**src/rtl/seq_pattern_gen_pkg.sv**
```systemverilog
// Shared types for the serial pattern transmitter: one-hot FSM encoding and
// the even-parity helper used when SEQGEN_PARITY_EN is defined.
package seq_pkg;

   typedef enum logic [2:0] {
      IDLE  = 3'b001,
      SHIFT = 3'b010,
      GAP   = 3'b100
   } state_t;

   // Callers zero-extend their pattern; the padding does not change the XOR.
   function automatic logic even_parity(input logic [63:0] v);
      return ^v;
   endfunction

endpackage

```
**src/rtl/seq_pattern_gen.sv**
```systemverilog
// Serial pattern transmitter: sends a latched PAT_W-bit pattern MSB-first, reps
// times, with optional idle gaps. Define SEQGEN_PARITY_EN to append a parity bit.
module seq_pattern_gen
   import seq_pkg::*;
#(
   parameter int PAT_W = 4,
   parameter int CNT_W = 8,
   parameter int GAP_W = 4
) (
   input  logic             clk,
   input  logic             resetn,
   input  logic             start,
   input  logic [PAT_W-1:0] pattern,
   input  logic [CNT_W-1:0] reps,
   input  logic [GAP_W-1:0] gap,
   output logic             dout,
   output logic             dout_valid,
   input  logic             dout_ready,
   output logic             busy,
   output logic             done
);

   localparam int IDX_W = (PAT_W > 1) ? $clog2(PAT_W) : 1;
   localparam logic [IDX_W-1:0] LAST_IDX = IDX_W'(PAT_W - 1);

   state_t           r_state;
   logic             r_done;
   logic [PAT_W-1:0] r_pat;
   logic [CNT_W-1:0] r_rep_cnt;
   logic [GAP_W-1:0] r_gap;
   logic [GAP_W-1:0] r_gap_cnt;
   logic [IDX_W-1:0] r_bit_idx;

   logic w_launch;
   logic w_fire;
   logic w_rep_end;
   logic w_last_rep;
   logic w_dout;

   assign w_launch   = (r_state == IDLE) && start && (reps != '0);
   assign w_fire     = (r_state == SHIFT) && dout_ready;
   assign w_last_rep = (r_rep_cnt == CNT_W'(1));

`ifdef SEQGEN_PARITY_EN
   // Set while the parity bit, rather than a pattern bit, is on the line.
   logic r_par_slot;

   assign w_rep_end = w_fire && r_par_slot;

   always_ff @(posedge clk) begin
      if (!resetn) begin
         r_par_slot <= 1'b0;
      end else if (w_launch || w_rep_end) begin
         r_par_slot <= 1'b0;
      end else if (w_fire && (r_bit_idx == '0)) begin
         r_par_slot <= 1'b1;
      end
   end
`else
   assign w_rep_end = w_fire && (r_bit_idx == '0);
`endif

   always_ff @(posedge clk) begin
      if (!resetn) begin
         r_state <= IDLE;
         r_done  <= 1'b0;
      end else begin
         r_done <= 1'b0;
         unique case (r_state)
            IDLE: begin
               if (start) begin
                  if (reps != '0) begin
                     r_state <= SHIFT;
                  end else begin
                     r_done <= 1'b1;
                  end
               end
            end
            SHIFT: begin
               if (w_rep_end) begin
                  if (w_last_rep) begin
                     r_state <= IDLE;
                     r_done  <= 1'b1;
                  end else if (r_gap != '0) begin
                     r_state <= GAP;
                  end
               end
            end
            GAP: begin
               if (r_gap_cnt == GAP_W'(1)) begin
                  r_state <= SHIFT;
               end
            end
            default: begin
               r_state <= IDLE;
            end
         endcase
      end
   end

   // Job registers are loaded on launch, so they need no reset.
   always_ff @(posedge clk) begin
      if (w_launch) begin
         r_pat     <= pattern;
         r_rep_cnt <= reps;
         r_gap     <= gap;
         r_bit_idx <= LAST_IDX;
         r_gap_cnt <= gap;
      end else begin
         if (w_rep_end) begin
            r_rep_cnt <= r_rep_cnt - CNT_W'(1);
            r_bit_idx <= LAST_IDX;
            r_gap_cnt <= r_gap;
         end else if (w_fire && (r_bit_idx != '0)) begin
            r_bit_idx <= r_bit_idx - IDX_W'(1);
         end
         if (r_state == GAP) begin
            r_gap_cnt <= r_gap_cnt - GAP_W'(1);
         end
      end
   end

   always_comb begin
      w_dout = 1'b0;
      if (r_state == SHIFT) begin
`ifdef SEQGEN_PARITY_EN
         w_dout = r_par_slot ? even_parity(64'(r_pat)) : r_pat[r_bit_idx];
`else
         w_dout = r_pat[r_bit_idx];
`endif
      end
   end

   assign dout       = w_dout;
   assign dout_valid = (r_state == SHIFT);
   assign busy       = (r_state != IDLE);
   assign done       = r_done;

endmodule
```
**config.mk**
```make
export PLATFORM = sky130hd
export DESIGN_NAME = seq_pattern_gen
export DESIGN_NICKNAME = d
export VERILOG_FILES = /design/src/rtl/seq_pattern_gen_pkg.sv /design/src/rtl/seq_pattern_gen.sv
export SDC_FILE = /design/constraint.sdc
export NUM_CORES = 1
export LEC_CHECK = 0
export CAP_MARGIN = 20
export CORE_MARGIN = 2
export CORE_UTILIZATION = 45
export DETAILED_ROUTE_END_ITERATION = 10
export DONT_BUFFER_PORTS = 1
export PLACE_DENSITY = 0.64
export SYNTH_ARGS = -nofsm -noshare
export SYNTH_HDL_FRONTEND = slang
export SYNTH_SLANG_ARGS = --single-unit
```
**constraint.sdc**
```tcl
create_clock -name clk -period 1.9 [get_ports clk]
set_input_delay 0.38 -clock clk [delete_from_list [all_inputs] [get_ports clk]]
set_output_delay 0.38 -clock clk [all_outputs]
set_load 0.02 [all_outputs]
```
==> flow_summary.json, run 1 <==
{
  "outcome": "finished, final reports clean",
  "avgSynthCellArea_sq_um": 10.8,
  "die_h_um": 59.4,
  "final_area_sq_um": 1570,
  "drive_gt1_share_pct": 21.4,
  "cp_num_buf_inv": 0,
  "start_util_pct": 46.4,
  "synth_top_flop_cell": "edfxtp_1",
  "vias": 977,
  "cp.depth": 2,
  "dp_hpwl_um": 2080,
  "yosys_warnings": 0,
  "clock_sinks": 26,
  "worst_path_largest_cell_delay_ns": 0.48,
  "powerDensity_nw_per_um2": 1580,
  "cp.required_ns": 1.52,
  "p_leak_nw": 0.621,
  "cts_buffers": 3,
  "r2r_slack_ns": 0.15,
  "antenna_cells": 0,
  "grt_pass1_vias": 952,
  "critPathLaunch": "r_bit_idx[0]",
  "placed_area_sq_um": 1500,
  "cpLargestDelayFamily": "multiplexers",
  "clk_path_buf_depth": 2,
  "crit_end": "dout",
  "timing.rr.start": "r_rep_cnt[2]",
  "cp_slowest_cell": "mux4_2",
  "overflow": 0,
  "fill_cells": 251,
  "ios": 24,
  "skew_ns": 0.00569,
  "end_kind": "output port",
  "seq_area_frac_synth_pct": 52.1,
  "rows": 20,
  "start_kind": "register",
  "final-hold-violation-count": 0,
  "maxSlewViolCount": 0,
  "fp.dieW_um": 59.4,
  "syn_nets": 153,
  "synthesis.area_sq_um": 1380,
  "cts_tree": "built",
  "fp.coreArea_sq_um": 2980,
  "critPathKind": "register to output port",
  "tightest_slew_ns": 0.481,
  "gr-usage-all-layers_pct": 17.3,
  "cts_root_buf": "clkbuf_4",
  "max-slew-margin-rel_pct": 67.6,
  "reg2reg_depth": 4,
  "ant_nets": 0,
  "cts_max_level": 1,
  "min_path_cells": 0,
  "arrival_ns": 1.44,
  "syn_inst": 128,
  "drt_iter0_drc": 39,
  "crit_chain": "mux4_2, and2_2",
  "synth-edff-count": 20,
  "cts_setup_buffers": 0,
  "antenna_found_initial": 0,
  "fmax_ghz": 0.551,
  "drtPass1Iterations": 4,
  "timing.max_cap.violations": 0,
  "ys_ff_latch": 26,
  "io_buffers": 0,
  "insertion_delay_ns": 0.32,
  "clk_pin_slew_ns": 0.14,
  "routabilityCongestion": 0.763,
  "finalCritPeriodShare_pct": 95.6,
  "irDropWorstVdd_mv": 0.761,
  "grt_max_degree": 16,
  "place_inst": 169,
  "final_nets": 166,
  "post_drt_wl_per_cell_um": 15.1,
  "syn_to_final_growth_pct": 13.5,
  "async_reset_ff_share_pct": 0,
  "r2r-end": "r_rep_cnt[7]",
  "finalNonFillerCells": 173,
  "cp_max_fo": 3,
  "post_synth_num_cell_types": 38,
  "hp-class": "input port to register",
  "viasPerCell": 5.65,
  "grt_pass1_wl_um": 4480,
  "cts_hold_buffers": 0,
  "die-area_sq_um": 3530,
  "rsz0062_at_grt": "false",
  "drc_errors": 0,
  "period_minus_slack_ns": 1.82,
  "setup_viol": 0,
  "wl_um": 2610
}
[placed cells by master, fill, tap and decap left out, types with 2 or more instances in the layout]
cell	n
nor2_1	15
dfxtp_2	2
buf_4	9
dfxtp_1	4
a211oi_1	3
xor2_1	3
edfxtp_1	20
a21oi_1	5
o21ai_0	10
or4_4	2
xnor2_1	4
nor3b_1	4
inv_1	7
and2_1	3
ha_1	5
nor4_1	2
nand2_1	12
clkbuf_4	3
[state kept, by name, summed over array words and instances (netlist names)]
name       count
r_gap_cnt      4
done           1
r_bit_idx      2
r_pat          4
r_rep_cnt      8
r_gap          4
r_state        3
[through the flow]
stage | power [mW] | hold slack, ns | setup WS [ns] | setup TNS [ns] | utilization (%)
after detailed placement | 2.11 | 0.479 | 0.0638 | 0 | 50.5
after CTS | 2.50 | 0.124 | 0.0261 | 0 | 52.4
after global placement | 2.05 | 0.479 | 0.0892 | 0 | 50.5
after global routing | 2.67 | 0.102 | 0.00917 | 0 | 52.7
after floorplan | 1.76 | 0.479 | -0.0602 | -0.241 | -
final | 2.49 | 0.136 | 0.0840 | 0 | 52.7
[cell families (layout without fill, tap and decap cells)]
group | Yosys count | count (layout) | synth area share, %
buffers and inverters | 11 | 23 | 3.71
adders and majority gates | 5 | 5 | 4.52
muxes | 2 | 2 | 2.35
DFF | 26 | 26 | 52.1
and+or+nand+nor | 50 | 50 | 20.0
xor gates and xnor gates | 7 | 7 | 4.43
AOI/OAI and AO/OA | 27 | 27 | 12.9
[power breakdown]
| group | internal, mW | leakage (nW) | switching [mW] |
|---|---|---|---|
| registers | 0.924 | 0.238 | 0.157 |
| logic | 0.487 | 0.355 | 0.537 |
| clock network | 0.213 | 0.0279 | 0.168 |
[final cells by class]
type | instances | area (sq um) | share of cell area, %
sequential | 26 | 723 | 46.1
multi-input combinational | 91 | 628 | 40.0
timing repair buffer | 10 | 87.6 | 5.58
tap | 33 | 41.3 | 2.63
inverter | 9 | 36.3 | 2.31
clock inverter | 1 | 30.0 | 1.91
clock buffer | 3 | 22.5 | 1.44
[metal layers]
layer	wire length, um	vias to the layer above	part of all wire, %	GRT usage, %
li1	-	489	-	-
met1	1230	465	47	23.5
met2	1230	19	47	26.4
met3	120	4	4.6	3.71
met4	37	0	1.4	7.79
met5	0	-	0	0
[synthesized netlist by cell type, types with 2 or more instances]
library cell / instances / share of area, %
dfxtp_1: 6 / 8.7
nor3b_1: 4 / 2.2
edfxtp_1: 20 / 43
a21oi_1: 5 / 1.8
inv_1: 8 / 2.2
nor2_1: 15 / 4.1
or4_4: 2 / 1.6
xnor2_1: 4 / 2.5
o21ai_0: 10 / 3.6
ha_1: 5 / 4.5
xor2_1: 3 / 1.9
and2_1: 4 / 1.8
or3b_2: 2 / 1.3
a211oi_1: 3 / 1.6
nor4_1: 3 / 1.4
nand2_1: 12 / 3.3
[how the worst min path moves through the flow]
stage	from	endpoint	slack [ns]
floorplan	resetn	r_state[0]	0.48
global placement	pattern[0]	r_pat[0]	0.48
detailed placement	pattern[1]	r_pat[1]	0.48
CTS	pattern[3]	r_pat[3]	0.12
global route	gap[3]	r_gap[3]	0.10
finish	pattern[3]	r_pat[3]	0.14
[what timing repair did]
item,in CTS,in global routing
setup endpoints to repair,2,3
pin swaps,0,0
resized for setup,3,3
No activity file was read; power rests on OpenSTA's default activity.
==> run 2, diff against run 1 <==
--- a/config.mk
+++ b/config.mk
@@ -7,10 +7,10 @@
 export LEC_CHECK = 0
 export CAP_MARGIN = 20
 export CORE_MARGIN = 2
-export CORE_UTILIZATION = 45
+export CORE_UTILIZATION = 55
 export DETAILED_ROUTE_END_ITERATION = 10
 export DONT_BUFFER_PORTS = 1
-export PLACE_DENSITY = 0.64
+export PLACE_DENSITY = 0.75
 export SYNTH_ARGS = -nofsm -noshare
 export SYNTH_HDL_FRONTEND = slang
 export SYNTH_SLANG_ARGS = --single-unit
==> flow_summary.json, run 2 (synthesized netlist as in run 1, its figures left out) <==
{
  "cts_root_buf": "clkbuf_4",
  "swShare_pct": 34.7,
  "maxSlewViolCount": 0,
  "final_core_util_pct": 64.6,
  "switching_power_mw": 0.864,
  "cp_max_fo": 4,
  "cp_slowest_cell": "or3b_4",
  "crit_chain": "or3b_4, inv_2, buf_6, and2_4",
  "fp.coreArea_sq_um": 2430,
  "irDropWorstVdd_mv": 0.961,
  "setup_tns_ns": 0,
  "clkPwrFrac_pct": 14.9,
  "outcome": "finished, final reports clean",
  "insertion_delay_ns": 0.32,
  "rows": 18,
  "final_nets": 167,
  "die_h_um": 54.1,
  "powerDensity_nw_per_um2": 1590,
  "period_minus_slack_ns": 1.85,
  "min_path_cells": 0,
  "final-hold-violation-count": 0,
  "fp.dieW_um": 54.1,
  "pwr-share-seq_pct": 43.6,
  "max-slew-margin-rel_pct": 66.9,
  "final_area_sq_um": 1570,
  "io_buffers": 0,
  "p_leak_nw": 0.625,
  "cts_tree": "built",
  "fill_cells": 198,
  "largest_reg_flops": 8,
  "end_kind": "output port",
  "dp_hpwl_um": 1970,
  "grt_use_met1_pct": 26.7,
  "drive_gt1_share_pct": 23.4,
  "r2r_slack_ns": 0.10,
  "placed_area_sq_um": 1480,
  "final_common_cell": "edfxtp_1",
  "clk_path_buf_depth": 2,
  "wl_um": 2530,
  "reg2reg_depth": 5,
  "timing.max_cap.violations": 0,
  "drc_errors": 0,
  "arrival_ns": 1.47,
  "setup_viol": 0,
  "vias": 991,
  "die-area_sq_um": 2930,
  "post_drt_wl_per_cell_um": 14.8,
  "antenna_cells": 0,
  "grt_max_degree": 16,
  "p_int_mw": 1.63,
  "cp.required_ns": 1.52,
  "r2r-end": "r_state[2]",
  "viasPerCell": 5.80,
  "cts_max_level": 1,
  "tightest_slew_ns": 0.492,
  "layout_common_cells": "edfxtp_1, nor2_1, nand2_1",
  "skew_ns": 0.00504,
  "min_from": "pattern[0]",
  "start_util_pct": 56.8,
  "top_usage_layer": "met2",
  "cts_buffers": 3,
  "grt_pass1_wl_um": 4000,
  "start_kind": "register",
  "finalCritPeriodShare_pct": 97.4,
  "holdWs_ns": 0.151,
  "hp-class": "input port to register",
  "ant_nets": 0,
  "grtUsageMet2_pct": 30.7,
  "drt_iter0_drc": 23,
  "grt_pass1_vias": 903,
  "clk_pin_slew_ns": 0.14,
  "timing.rr.start": "r_rep_cnt[2]",
  "cts_hold_buffers": 0,
  "critPathKind": "register to output port",
  "overflow": 0,
  "antenna_found_initial": 0,
  "p_total_mw": 2.49,
  "hold_path_end": "r_pat[0]",
  "worst_path_largest_cell_delay_ns": 0.41,
  "pwr-share-comb_pct": 41.5,
  "routabilityCongestion": 0.776,
  "regMostFlops": "r_rep_cnt",
  "fmax_ghz": 0.540,
  "gr-usage-all-layers_pct": 19.8,
  "drtPass1Iterations": 4,
  "ios": 24,
  "gr-usage-met3_pct": 4.17,
  "syn_to_final_growth_pct": 13.7,
  "clock_sinks": 26
}
==> run 2: cell types whose count changed in the layout (fill, tap and decap cells not counted) <==
| cell | change |
|---|---|
| and2_2 | -1 |
| and2_4 | +1 |
| buf_12 | -1 |
| buf_4 | +1 |
| buf_6 | +1 |
| dfxtp_1 | -1 |
| dfxtp_2 | +1 |
| nor3b_1 | -1 |
| nor3b_2 | +1 |
==> run 2: worst max-delay path, delay by kind of cell (launching register included) <==
family	cells	cell delay [ns]
and+or+nand+nor	2	0.58
DFF	1	0.37
buffers and inverters	2	0.20
==> run 2: what timing repair did <==
item	4_1_cts	5_1_grt
gates resized for setup	7	3
endpoints found under the setup margin	1	4
buffers inserted	0	2
==> run 2: stage by stage <==
step / cells / worst slack (ns)
6_report: 171 / 0.0493
2_1_floorplan: 128 / -0.0602
4_1_cts: 169 / 0.0167
5_1_grt: 171 / -0.00358
3_3_place_gp: 165 / 0.0906
3_5_place_dp: 165 / 0.0609
==> run 2: layout make-up <==
type                            count  area, sq um  area share [%]
Timing Repair Buffer               11         86.3            5.49
Clock buffer                        3         22.5            1.43
Sequential cell                    26          724            46.1
Tap cell                           30         37.5            2.39
Multi-Input combinational cell     91          634            40.4
Inverter                            9         36.3            2.31
Clock inverter                      1         30.0            1.91
==> run 2: worst max path at each step <==
stage	from	slack, ns	end
6_report	r_state[1]	0.05	dout
5_1_grt	r_state[1]	-0.004	dout
2_1_floorplan	reps[0]	-0.06	r_gap_cnt[0]
3_3_place_gp	reps[0]	0.09	r_rep_cnt[0]
3_5_place_dp	reps[0]	0.06	r_gap_cnt[2]
4_1_cts	r_state[0]	0.02	dout
==> run 2: layer usage <==
metal | vias up | wire length [um] | share of wire, %
met2 | 31 | 1240 | 49
met5 | - | 0 | 0
met3 | 4 | 151 | 6.0
li1 | 489 | - | -
met4 | 0 | 28 | 1.1
met1 | 467 | 1110 | 44
==> run 2: power groups by stage <==
stage                     Sequential, mW  Clock [mW]  Combinational, mW
final                               1.09       0.370               1.04
after global routing                1.11       0.406               1.16
after CTS                           1.08       0.380              0.992
after detailed placement            1.09           0              0.979
after global placement              1.07           0              0.939
after floorplan                     1.04           0              0.715
==> run 3, diff against run 2 <==
--- a/config.mk
+++ b/config.mk
@@ -5,12 +5,13 @@
 export SDC_FILE = /design/constraint.sdc
 export NUM_CORES = 1
 export LEC_CHECK = 0
+export ABC_AREA = 1
 export CAP_MARGIN = 20
 export CORE_MARGIN = 2
-export CORE_UTILIZATION = 55
+export CORE_UTILIZATION = 56
 export DETAILED_ROUTE_END_ITERATION = 10
 export DONT_BUFFER_PORTS = 1
-export PLACE_DENSITY = 0.75
+export PLACE_DENSITY = 0.76
 export SYNTH_ARGS = -nofsm -noshare
 export SYNTH_HDL_FRONTEND = slang
 export SYNTH_SLANG_ARGS = --single-unit
==> flow_summary.json, run 3 <==
{
  "critPathKind": "register to output port",
  "cts_buffers": 3,
  "cp_slowest_cell": "dfxtp_1",
  "arrival_ns": 1.38,
  "cts_tree": "built",
  "crit_chain": "nor3_4, a21boi_0, buf_4",
  "async_reset_ff_share_pct": 0,
  "cts_root_buf": "clkbuf_4",
  "fill_cells": 243,
  "final_common_cell": "nand2_1",
  "drt_iter0_drc": 49,
  "powerDensity_nw_per_um2": 1510,
  "irDropWorstVdd_mv": 1.00,
  "hp-class": "input port to register",
  "start_util_pct": 58.9,
  "die-area_sq_um": 3320,
  "finalCritPeriodShare_pct": 92.7,
  "gr-usage-all-layers_pct": 19.0,
  "maxSlewViolCount": 0,
  "viasPerCell": 5.24,
  "die_h_um": 57.6,
  "seqCellArea_sq_um": 721,
  "setup_ws_ns": 0.139,
  "vias": 1164,
  "insertion_delay_ns": 0.32,
  "multi_input_area_sq_um": 756,
  "period_minus_slack_ns": 1.76,
  "synthesis.area_sq_um": 1610,
  "io_buffers": 0,
  "outcome": "finished, final reports clean",
  "final-hold-violation-count": 0,
  "start_kind": "register",
  "routabilityCongestion": 0.762,
  "synth_top_area_cell": "edfxtp_1",
  "dp_hpwl_um": 2280,
  "syn_to_final_growth_pct": 6.99,
  "max-slew-margin-rel_pct": 79.1,
  "drc_errors": 0,
  "avgSynthCellArea_sq_um": 8.76,
  "overflow": 0,
  "final_nets": 217,
  "cp.required_ns": 1.52,
  "ys_ff_latch": 26,
  "drtPass1Iterations": 4,
  "ant_nets": 0,
  "clk_pin_slew_ns": 0.14,
  "cts_max_level": 1,
  "grt_max_degree": 16,
  "setup_viol": 0,
  "place_inst": 218,
  "cts_resized": 0,
  "layout_common_cells": "nand2_1, nor2_1, inv_1",
  "grt_pass1_vias": 1130,
  "drive_gt1_share_pct": 23.0,
  "synth_top_flop_cell": "edfxtp_1",
  "fp.dieW_um": 57.6,
  "clk_path_buf_depth": 2,
  "holdWs_ns": 0.138,
  "cts_hold_buffers": 0,
  "timing.max_cap.violations": 0,
  "finalNonFillerCells": 222,
  "skew_ns": 0.00102,
  "synth-edff-count": 20,
  "synth_top_area_share_pct": 37.3,
  "largest_reg_flops": 8,
  "cts_setup_buffers": 0,
  "yosys-top-cells-count": "nand2_1, nor2_1, inv_1",
  "placed_area_sq_um": 1670,
  "regMostFlops": "r_rep_cnt",
  "synth_area_leaders": "edfxtp_1, dfxtp_1, nand2_1",
  "post_synth_num_cell_types": 35,
  "syn_inst": 184,
  "clock_sinks": 26,
  "worst_path_largest_cell_delay_ns": 0.39,
  "fp.coreArea_sq_um": 2730,
  "final_area_sq_um": 1720,
  "post_drt_wl_per_cell_um": 12.7,
  "wl_um": 2810,
  "syn_nets": 209,
  "rsz0062_at_grt": "false",
  "synth_most_common_cell": "nand2_1",
  "rows": 19,
  "antenna_cells": 0,
  "place_ws_ns": 0.187,
  "fmax_ghz": 0.568,
  "yosys_warnings": 0,
  "p_leak_nw": 0.747,
  "seq_area_frac_synth_pct": 44.7,
  "setup_tns_ns": 0,
  "ios": 24,
  "antenna_found_initial": 0,
  "cp_max_fo": 4,
  "grt_pass1_wl_um": 4800,
  "tightest_slew_ns": 0.314,
  "end_kind": "output port"
}
[run 3: cell types whose count changed after synthesis, moves of 4 or more]
| cell | before | now |
|---|---|---|
| o21ai_0 | 10 | 5 |
| and2_1 | 4 | 0 |
| inv_1 | 8 | 22 |
| nor2_1 | 15 | 25 |
| o21ai_2 | 0 | 5 |
| inv_2 | 0 | 7 |
| nand2_1 | 12 | 32 |
| nor3b_1 | 4 | 0 |
| o21ai_1 | 1 | 5 |
| nand2_2 | 0 | 9 |
[run 3: power by group]
part | internal [mW] | switching [mW] | leakage [nW] | total [mW]
clock network | 0.213 | 0.168 | 0.0279 | 0.382
registers | 0.899 | 0.155 | 0.237 | 1.05
logic | 0.437 | 0.725 | 0.481 | 1.16
total | 1.55 | 1.05 | 0.747 | 2.60
[run 3: layout make-up]
type	instances	share of cell area, %
multi-input combinational	125	43.8
clock buffer	3	1.31
tap	31	2.25
inverter	31	6.89
clock inverter	1	1.74
sequential	26	41.8
timing repair buffer	5	2.18
[run 3: worst paths after layout]
path,start,to,slack (ns),cells past startpoint
hold / removal,pattern[3],r_pat[3],0.14,0
hold reg to reg,r_bit_idx[1],r_bit_idx[1],0.54,2
setup reg to reg,r_state[0],r_rep_cnt[2],0.23,6
setup / recovery,r_state[0],dout,0.14,3
[run 3: kinds of logic after synthesis]
kind of cell	count (synthesis)	share of synthesized area (%)
buf+inv	33	8.39
compound gates	24	9.86
fa+ha+maj	5	3.88
flops	26	44.7
simple gates	89	29.3
xor+xnor	7	3.80
[run 3: metal layers]
metal	wire [um]	global-route usage [%]
met5	0	0
met4	58	10.3
met2	1410	31.5
met3	96	2.90
met1	1250	23.9
[run 3: worst max-delay path, delay by kind of cell, from the launching register on]
kind / cells / cell delay [ns]
compound gates: 1 / 0.21
flops: 1 / 0.39
simple gates: 1 / 0.28
buf+inv: 1 / 0.17
[run 3: through the flow]
step / utilization [%] / power [mW]
4_1_cts: 63.1 / 2.62
5_1_grt: 63.1 / 2.83
3_3_place_gp: 61.1 / 2.19
6_report: 63.1 / 2.60
3_5_place_dp: 61.1 / 2.24
2_1_floorplan: - / 1.98
